### src/rtl/lcd_timing_monitor.sv
// lcd_timing_monitor: measures panel video timing per frame and reports conformity, lock state and bad-frame count
//   clk_i/rst_i: pixel clock, async active-high reset
//   lcd_de_i/lcd_hsync_i/lcd_vsync_i, lcd_r_i/g_i/b_i: panel timing and RGB565 pixel data
//   meas_*_o, frame_sum_o: last completed frame; frame_done_o pulses when they update
//   frame_ok_o, locked_o, err_cnt_o: conformity of last frame, stable-timing flag, bad-frame count
module lcd_timing_monitor #(
  parameter int H_ACTIVE    = 1024,
  parameter int V_ACTIVE    = 600,
  parameter int H_TOTAL     = 1344,
  parameter int V_TOTAL     = 635,
  parameter int SYNC_POL    = 0,
  parameter int LOCK_FRAMES = 2
) (
  input  logic        clk_i,
  input  logic        rst_i,
  input  logic        lcd_de_i,
  input  logic        lcd_hsync_i,
  input  logic        lcd_vsync_i,
  input  logic [4:0]  lcd_r_i,
  input  logic [5:0]  lcd_g_i,
  input  logic [4:0]  lcd_b_i,
  output logic [11:0] meas_hact_o,
  output logic [11:0] meas_vact_o,
  output logic [11:0] meas_htotal_o,
  output logic [11:0] meas_vtotal_o,
  output logic [15:0] frame_sum_o,
  output logic        frame_done_o,
  output logic        frame_ok_o,
  output logic        locked_o,
  output logic [7:0]  err_cnt_o
);
  localparam logic ACT = SYNC_POL != 0;
  localparam logic [11:0] MAX = 12'hFFF;
  localparam logic [11:0] HA = 12'(H_ACTIVE);
  localparam logic [11:0] VA = 12'(V_ACTIVE);
  localparam logic [11:0] HT = 12'(H_TOTAL);
  localparam logic [11:0] VT = 12'(V_TOTAL);
  localparam logic [3:0] LF = 4'(LOCK_FRAMES);
  typedef enum logic {SEEK, MEASURE} state_e;
  state_e state_q, state_d;
  logic s1_de_q, s1_hs_q, s1_vs_q, s2_hs_q, s2_vs_q;
  logic [15:0] s1_pix_q;
  logic [11:0] line_q, line_d, de_q, de_d, vact_q, vact_d, vtot_q, vtot_d, hact_q, hact_d, htot_q, htot_d;
  logic [15:0] sum_q, sum_d;
  logic err_q, err_d, rec_q, rec_d, seen_q, seen_d;
  logic [3:0] streak_q, streak_d;
  logic [11:0] m_hact_q, m_hact_d, m_vact_q, m_vact_d, m_htot_q, m_htot_d, m_vtot_q, m_vtot_d;
  logic [15:0] m_sum_q, m_sum_d;
  logic done_q, done_d, ok_q, ok_d, locked_q, locked_d;
  logic [7:0] errc_q, errc_d;
  logic hs_e, vs_e, fin, act_close, rec, line_err, good;
  logic [11:0] vact_c, hact_c, htot_c;
  // *_c values are the old frame's totals including a line closed this cycle, so an
  // HSYNC edge coincident with VSYNC closes into the old frame but counts as line 1 of the new one
  always_comb begin
    hs_e = s1_hs_q == ACT && s2_hs_q != ACT;
    vs_e = s1_vs_q == ACT && s2_vs_q != ACT;
    fin = vs_e && state_q == MEASURE;
    act_close = hs_e && de_q != '0;
    rec = hs_e && seen_q;
    line_err = (act_close && de_q != HA) || (rec && line_q != HT);
    vact_c = vact_q + {11'd0, act_close && vact_q != MAX};
    hact_c = act_close ? de_q : hact_q;
    htot_c = rec ? line_q : htot_q;
    good = !(err_q || line_err) && vact_c == VA && vtot_q == VT && (rec_q || rec);
    state_d = vs_e ? MEASURE : state_q;
    line_d = hs_e ? 12'd1 : line_q + {11'd0, line_q != MAX};
    de_d = hs_e ? {11'd0, s1_de_q} : de_q + {11'd0, s1_de_q && de_q != MAX};
    seen_d = seen_q || (hs_e && (state_q == MEASURE || vs_e));
    vact_d = vs_e ? '0 : vact_c;
    hact_d = vs_e ? '0 : hact_c;
    htot_d = vs_e ? '0 : htot_c;
    err_d = !vs_e && (err_q || line_err);
    rec_d = !vs_e && (rec_q || rec);
    vtot_d = vs_e ? {11'd0, hs_e} : vtot_q + {11'd0, hs_e && vtot_q != MAX};
    sum_d = (vs_e ? 16'd0 : sum_q) + (s1_de_q ? s1_pix_q : 16'd0);
    m_hact_d = fin ? hact_c : m_hact_q;
    m_vact_d = fin ? vact_c : m_vact_q;
    m_htot_d = fin ? htot_c : m_htot_q;
    m_vtot_d = fin ? vtot_q : m_vtot_q;
    m_sum_d = fin ? sum_q : m_sum_q;
    done_d = fin;
    ok_d = fin ? good : ok_q;
    streak_d = fin ? (good ? streak_q + {3'd0, streak_q != LF} : 4'd0) : streak_q;
    locked_d = fin ? good && streak_d == LF : locked_q;
    errc_d = errc_q + {7'd0, fin && !good && errc_q != 8'hFF};
  end
  always_ff @(posedge clk_i or posedge rst_i) begin
    if (rst_i) begin
      state_q <= SEEK;
      s1_de_q <= 1'b0;
      s1_hs_q <= !ACT;
      s1_vs_q <= !ACT;
      s2_hs_q <= !ACT;
      s2_vs_q <= !ACT;
      s1_pix_q <= '0;
      line_q <= '0;
      de_q <= '0;
      vact_q <= '0;
      vtot_q <= '0;
      hact_q <= '0;
      htot_q <= '0;
      sum_q <= '0;
      err_q <= 1'b0;
      rec_q <= 1'b0;
      seen_q <= 1'b0;
      streak_q <= '0;
      m_hact_q <= '0;
      m_vact_q <= '0;
      m_htot_q <= '0;
      m_vtot_q <= '0;
      m_sum_q <= '0;
      done_q <= 1'b0;
      ok_q <= 1'b0;
      locked_q <= 1'b0;
      errc_q <= '0;
    end else begin
      state_q <= state_d;
      s1_de_q <= lcd_de_i;
      s1_hs_q <= lcd_hsync_i;
      s1_vs_q <= lcd_vsync_i;
      s2_hs_q <= s1_hs_q;
      s2_vs_q <= s1_vs_q;
      s1_pix_q <= {lcd_r_i, lcd_g_i, lcd_b_i};
      line_q <= line_d;
      de_q <= de_d;
      vact_q <= vact_d;
      vtot_q <= vtot_d;
      hact_q <= hact_d;
      htot_q <= htot_d;
      sum_q <= sum_d;
      err_q <= err_d;
      rec_q <= rec_d;
      seen_q <= seen_d;
      streak_q <= streak_d;
      m_hact_q <= m_hact_d;
      m_vact_q <= m_vact_d;
      m_htot_q <= m_htot_d;
      m_vtot_q <= m_vtot_d;
      m_sum_q <= m_sum_d;
      done_q <= done_d;
      ok_q <= ok_d;
      locked_q <= locked_d;
      errc_q <= errc_d;
    end
  end
  assign meas_hact_o = m_hact_q;
  assign meas_vact_o = m_vact_q;
  assign meas_htotal_o = m_htot_q;
  assign meas_vtotal_o = m_vtot_q;
  assign frame_sum_o = m_sum_q;
  assign frame_done_o = done_q;
  assign frame_ok_o = ok_q;
  assign locked_o = locked_q;
  assign err_cnt_o = errc_q;
endmodule

### config.mk
export PLATFORM = sky130hd
export DESIGN_NAME = lcd_timing_monitor
export DESIGN_NICKNAME = d
export VERILOG_FILES = /design/src/rtl/lcd_timing_monitor.sv
export SDC_FILE = /design/constraint.sdc
export NUM_CORES = 1
export LEC_CHECK = 0
export ABC_AREA = 1
export CAP_MARGIN = 10
export CELL_PAD_IN_SITES_DETAIL_PLACEMENT = 0
export CELL_PAD_IN_SITES_GLOBAL_PLACEMENT = 2
export CORE_UTILIZATION = 31
export CTS_CLUSTER_DIAMETER = 100
export DETAILED_ROUTE_END_ITERATION = 6
export PLACE_DENSITY_LB_ADDON = 0.2
export SLEW_MARGIN = 0
export SYNTH_ARGS = -nofsm -noshare
export SYNTH_HDL_FRONTEND = slang
export SYNTH_SLANG_ARGS = --single-unit
### constraint.sdc
create_clock -name clk_i -period 6.1 [get_ports clk_i]
set_input_delay 1.22 -clock clk_i [delete_from_list [all_inputs] [get_ports clk_i]]
set_output_delay 1.22 -clock clk_i [all_outputs]
set_load 0.1 [all_outputs]
==> flow_metrics.env <==
export IMPL_routabilityCongestion=0.8131
export IMPL_critPathMaxFanout=22
export IMPL_wirelength_mm=19.46
export IMPL_p_seq_frac=0.384
export IMPL_diodes=0
export IMPL_layout_nets=1100
export IMPL_power_switching_mw=1.707
export IMPL_synth_area_um2=8533
export IMPL_p_int_mw=2.410
export IMPL_timing_final_crit_share=0.7609
export IMPL_drt_iter0_drc=338
export IMPL_worst_slack_ps=1459
export IMPL_cts_htree_levels=4
export IMPL_coreArea_um2=26950
export IMPL_setup_viol=0
export IMPL_start_kind="register"
export IMPL_ant_nets=0
export IMPL_grt_overflow=0
export IMPL_initial_core_util=0.3166
export IMPL_cp_top_family="simple AND/OR/NAND/NOR gates"
export IMPL_powerDensity_nw_per_um2=394.2
export IMPL_cts_tree="yes"
export IMPL_drc=0
export IMPL_final_common_cell="nand2_1"
export IMPL_slew_headroom=0.3027
export IMPL_seq_area_frac_synth=0.5636
export IMPL_area_growth_syn_to_layout_pct=22.39
export IMPL_slowest_delay_ps=590
export IMPL_antenna_found_initial=0
export IMPL_cp_num_buf_inv=2
export IMPL_vias_per_cell=4.463
export IMPL_wire_per_inst_um=13.86
export IMPL_track_usage=0.1490
export IMPL_row_count=60
export IMPL_status="finished, final reports clean"
export IMPL_numPortBuffers=95
export IMPL_p_leak_nw=4.939
export IMPL_fill_cells=2729
export IMPL_grt_max_degree=86
export IMPL_yosysWarningCount=0
export IMPL_arrival_ps=4970
export IMPL_first_pass_iters=4
export IMPL_min_period_ps=4641
export IMPL_cts_clk_slew_worst_paths_ps=80
export IMPL_cts_resized=0
export IMPL_swShare=0.4147
export IMPL_critPathCaptureType="register"
export IMPL_max_clock_freq_mhz=215.5
export IMPL_comb_power_share=0.343
export IMPL_fin_tns_setup_ps=0
export IMPL_cts_root_buf="clkbuf_16"
export IMPL_fp_dieH_um=167.9
export IMPL_grt_pass1_wl_mm=33.10
export IMPL_clk_path_buf_depth=2
export IMPL_ys_ff_latch=192
export IMPL_syn_nets=1008
export IMPL_hold_viol_final=0
export IMPL_dp_slack_ps=1344
export IMPL_netlist_instances=958
export IMPL_ys_types=41
export IMPL_synth_area_per_cell_um2=8.907
export IMPL_die_area_um2=28190
export IMPL_cts_buffers_inserted=17
export IMPL_slowest_stage="nand2_1"
export IMPL_clock_power_share=0.272
export IMPL_fin_worst_skew_ps=13.34
export IMPL_critical_path_class="reg2reg"
export IMPL_rsz0062_at_grt="false"
export IMPL_dp_hpwl_mm=13.61
export IMPL_fin_util=0.3875
export IMPL_num_vias=6266
export IMPL_post_cts_buffers=0
export IMPL_die_w_um=167.9
export IMPL_irDropWorstVdd_mv=0.2816
export IMPL_cts_num_sinks=192
export IMPL_max_cap_violations=0
export IMPL_cts_hold_buf=0
export IMPL_clock_latency_ps=430
export IMPL_hp_class="reg2reg"
export IMPL_io_pins=96
export IMPL_worst_pin_slew_ps=1043
export IMPL_crit_chain="nand2_1 > inv_1 > nand2_1 > a21oi_1 > ha_1 > ha_1 > inv_1 > nor2_4 > nand2_1 > xnor2_1 > nor2_2 > nand2_2 > nor2_8 > a211oi_1 > ha_1 > nand3_1 > nor2_1 > nand3_1 > xnor2_1"
export IMPL_grt_pass1_vias=6354
export IMPL_most_common_layout_cells="209 x nand2_1, 188 x dfrtp_1, 121 x inv_1"
export IMPL_worstPathRequired_ps=6430
export IMPL_maxSlewViolCount=0
export IMPL_drive_above_1_share=0.06491
Yosys cell counts, drive strengths merged:
cell type  number  share of area
xor2           15          0.015
a21boi          2         0.0018
o21bai          3         0.0031
nand4          11         0.0081
dfstp           4          0.012
nand3b          1        0.00088
nand2         215          0.096
buf             8         0.0047
or2             2         0.0015
inv           125          0.055
a221oi          2         0.0021
nor3           15         0.0088
o31ai           1        0.00088
o21a            3         0.0026
o21ai          94          0.055
a21o            3         0.0026
dfrtp         188           0.55
fa              1         0.0023
a21oi          50          0.029
ha             28          0.041
nor2          122          0.059
o2111ai         1         0.0018
a31oi           2         0.0015
nand3          26          0.018
xnor2          10          0.010
mux2i           1         0.0012
clkbuf         21         0.0092
a22oi           1        0.00088
nor4            1        0.00073
a211oi          2         0.0018
worst reg2reg max path, stage by stage, from the launching register on:
cell      delay, ps
dfstp_2         530
nand2_1         400
inv_1           520
nand2_1         590
a21oi_1         310
ha_1            250
ha_1            210
inv_1            90
nor2_4          130
nand2_1          80
xnor2_1         210
nor2_2           80
nand2_2         120
nor2_8           70
a211oi_1        180
ha_1            230
nand3_1         120
nor2_1          170
nand3_1         110
xnor2_1         130
stage by stage:
stage	power [mW]	hold slack, ps	cells	cell area [µm²]
final	4.117	368.4	1404	10440
after floorplan	2.675	354.0	958	8537
after global placement	3.031	355.4	1372	9861
after global routing	4.341	374.7	1404	10440
after detailed placement	3.030	357.7	1372	9861
after CTS	4.171	368.2	1404	10440
cells by family after synthesis:
logic type	after synthesis	synth area share
multiplexers	1	0.001173
AO/OA/AOI/OAI	164	0.1034
flip-flops	192	0.5636
buffers and inverters	154	0.06892
AND/OR/NAND/NOR	393	0.1938
XOR/XNOR	25	0.02566
adder cells (fa/ha/maj)	29	0.04340
flip-flops by register name, indices dropped and copies added (netlist names), 4 cells and up:
| name | cells |
|---|---|
| err_cnt_o | 8 |
| streak_q | 4 |
| frame_sum_o | 16 |
| s1_pix_q | 16 |
| sum_q | 16 |
| vtot_q | 12 |
| line_q | 12 |
| meas_vtotal_o | 12 |
| de_q | 12 |
| hact_q | 12 |
| meas_hact_o | 12 |
| vact_q | 12 |
| meas_htotal_o | 12 |
| meas_vact_o | 12 |
| htot_q | 12 |
power by group through the flow:
stage / Sequential (mW) / Combinational (mW) / Clock [mW]
after CTS: 1.58 / 1.43 / 1.16
after global routing: 1.61 / 1.53 / 1.21
final: 1.58 / 1.41 / 1.12
after global placement: 1.61 / 1.42 / 0
after floorplan: 2.24 / 0.437 / 0
after detailed placement: 1.61 / 1.42 / 0
layout make-up:
type	instances	area, µm²	area share
clock buffer	18	439.2	0.04205
clock inverter	14	143.9	0.01378
inverter	125	473.0	0.04529
multi-input combinational	612	3148	0.3014
sequential	192	4810	0.4605
tap	341	426.7	0.04085
timing repair buffer	102	1003	0.09608
final timing paths:
check                      startpoint  cells past startpoint           end  slack, ps
hold / removal                s1_hs_q                      0       s2_hs_q        370
min in group asynchronous       rst_i                      2       s1_de_q       1020
setup / recovery              s2_hs_q                     19  err_cnt_o[7]       1460
max in group asynchronous       rst_i                      4       s1_hs_q       3800
setup reg to reg              s2_hs_q                     19  err_cnt_o[7]       1460
hold reg to reg               s1_hs_q                      0       s2_hs_q        370
per-layer routing:
| layer | vias up | global-route usage | wire length, µm |
|---|---|---|---|
| met5 | - | 0 | 0 |
| met4 | 0 | 0.04787 | 269 |
| met3 | 19 | 0.02727 | 646 |
| met2 | 104 | 0.2324 | 8596 |
| met1 | 2921 | 0.2089 | 9943 |
| li1 | 3222 | - | - |
(Power assumes the default switching activity.)
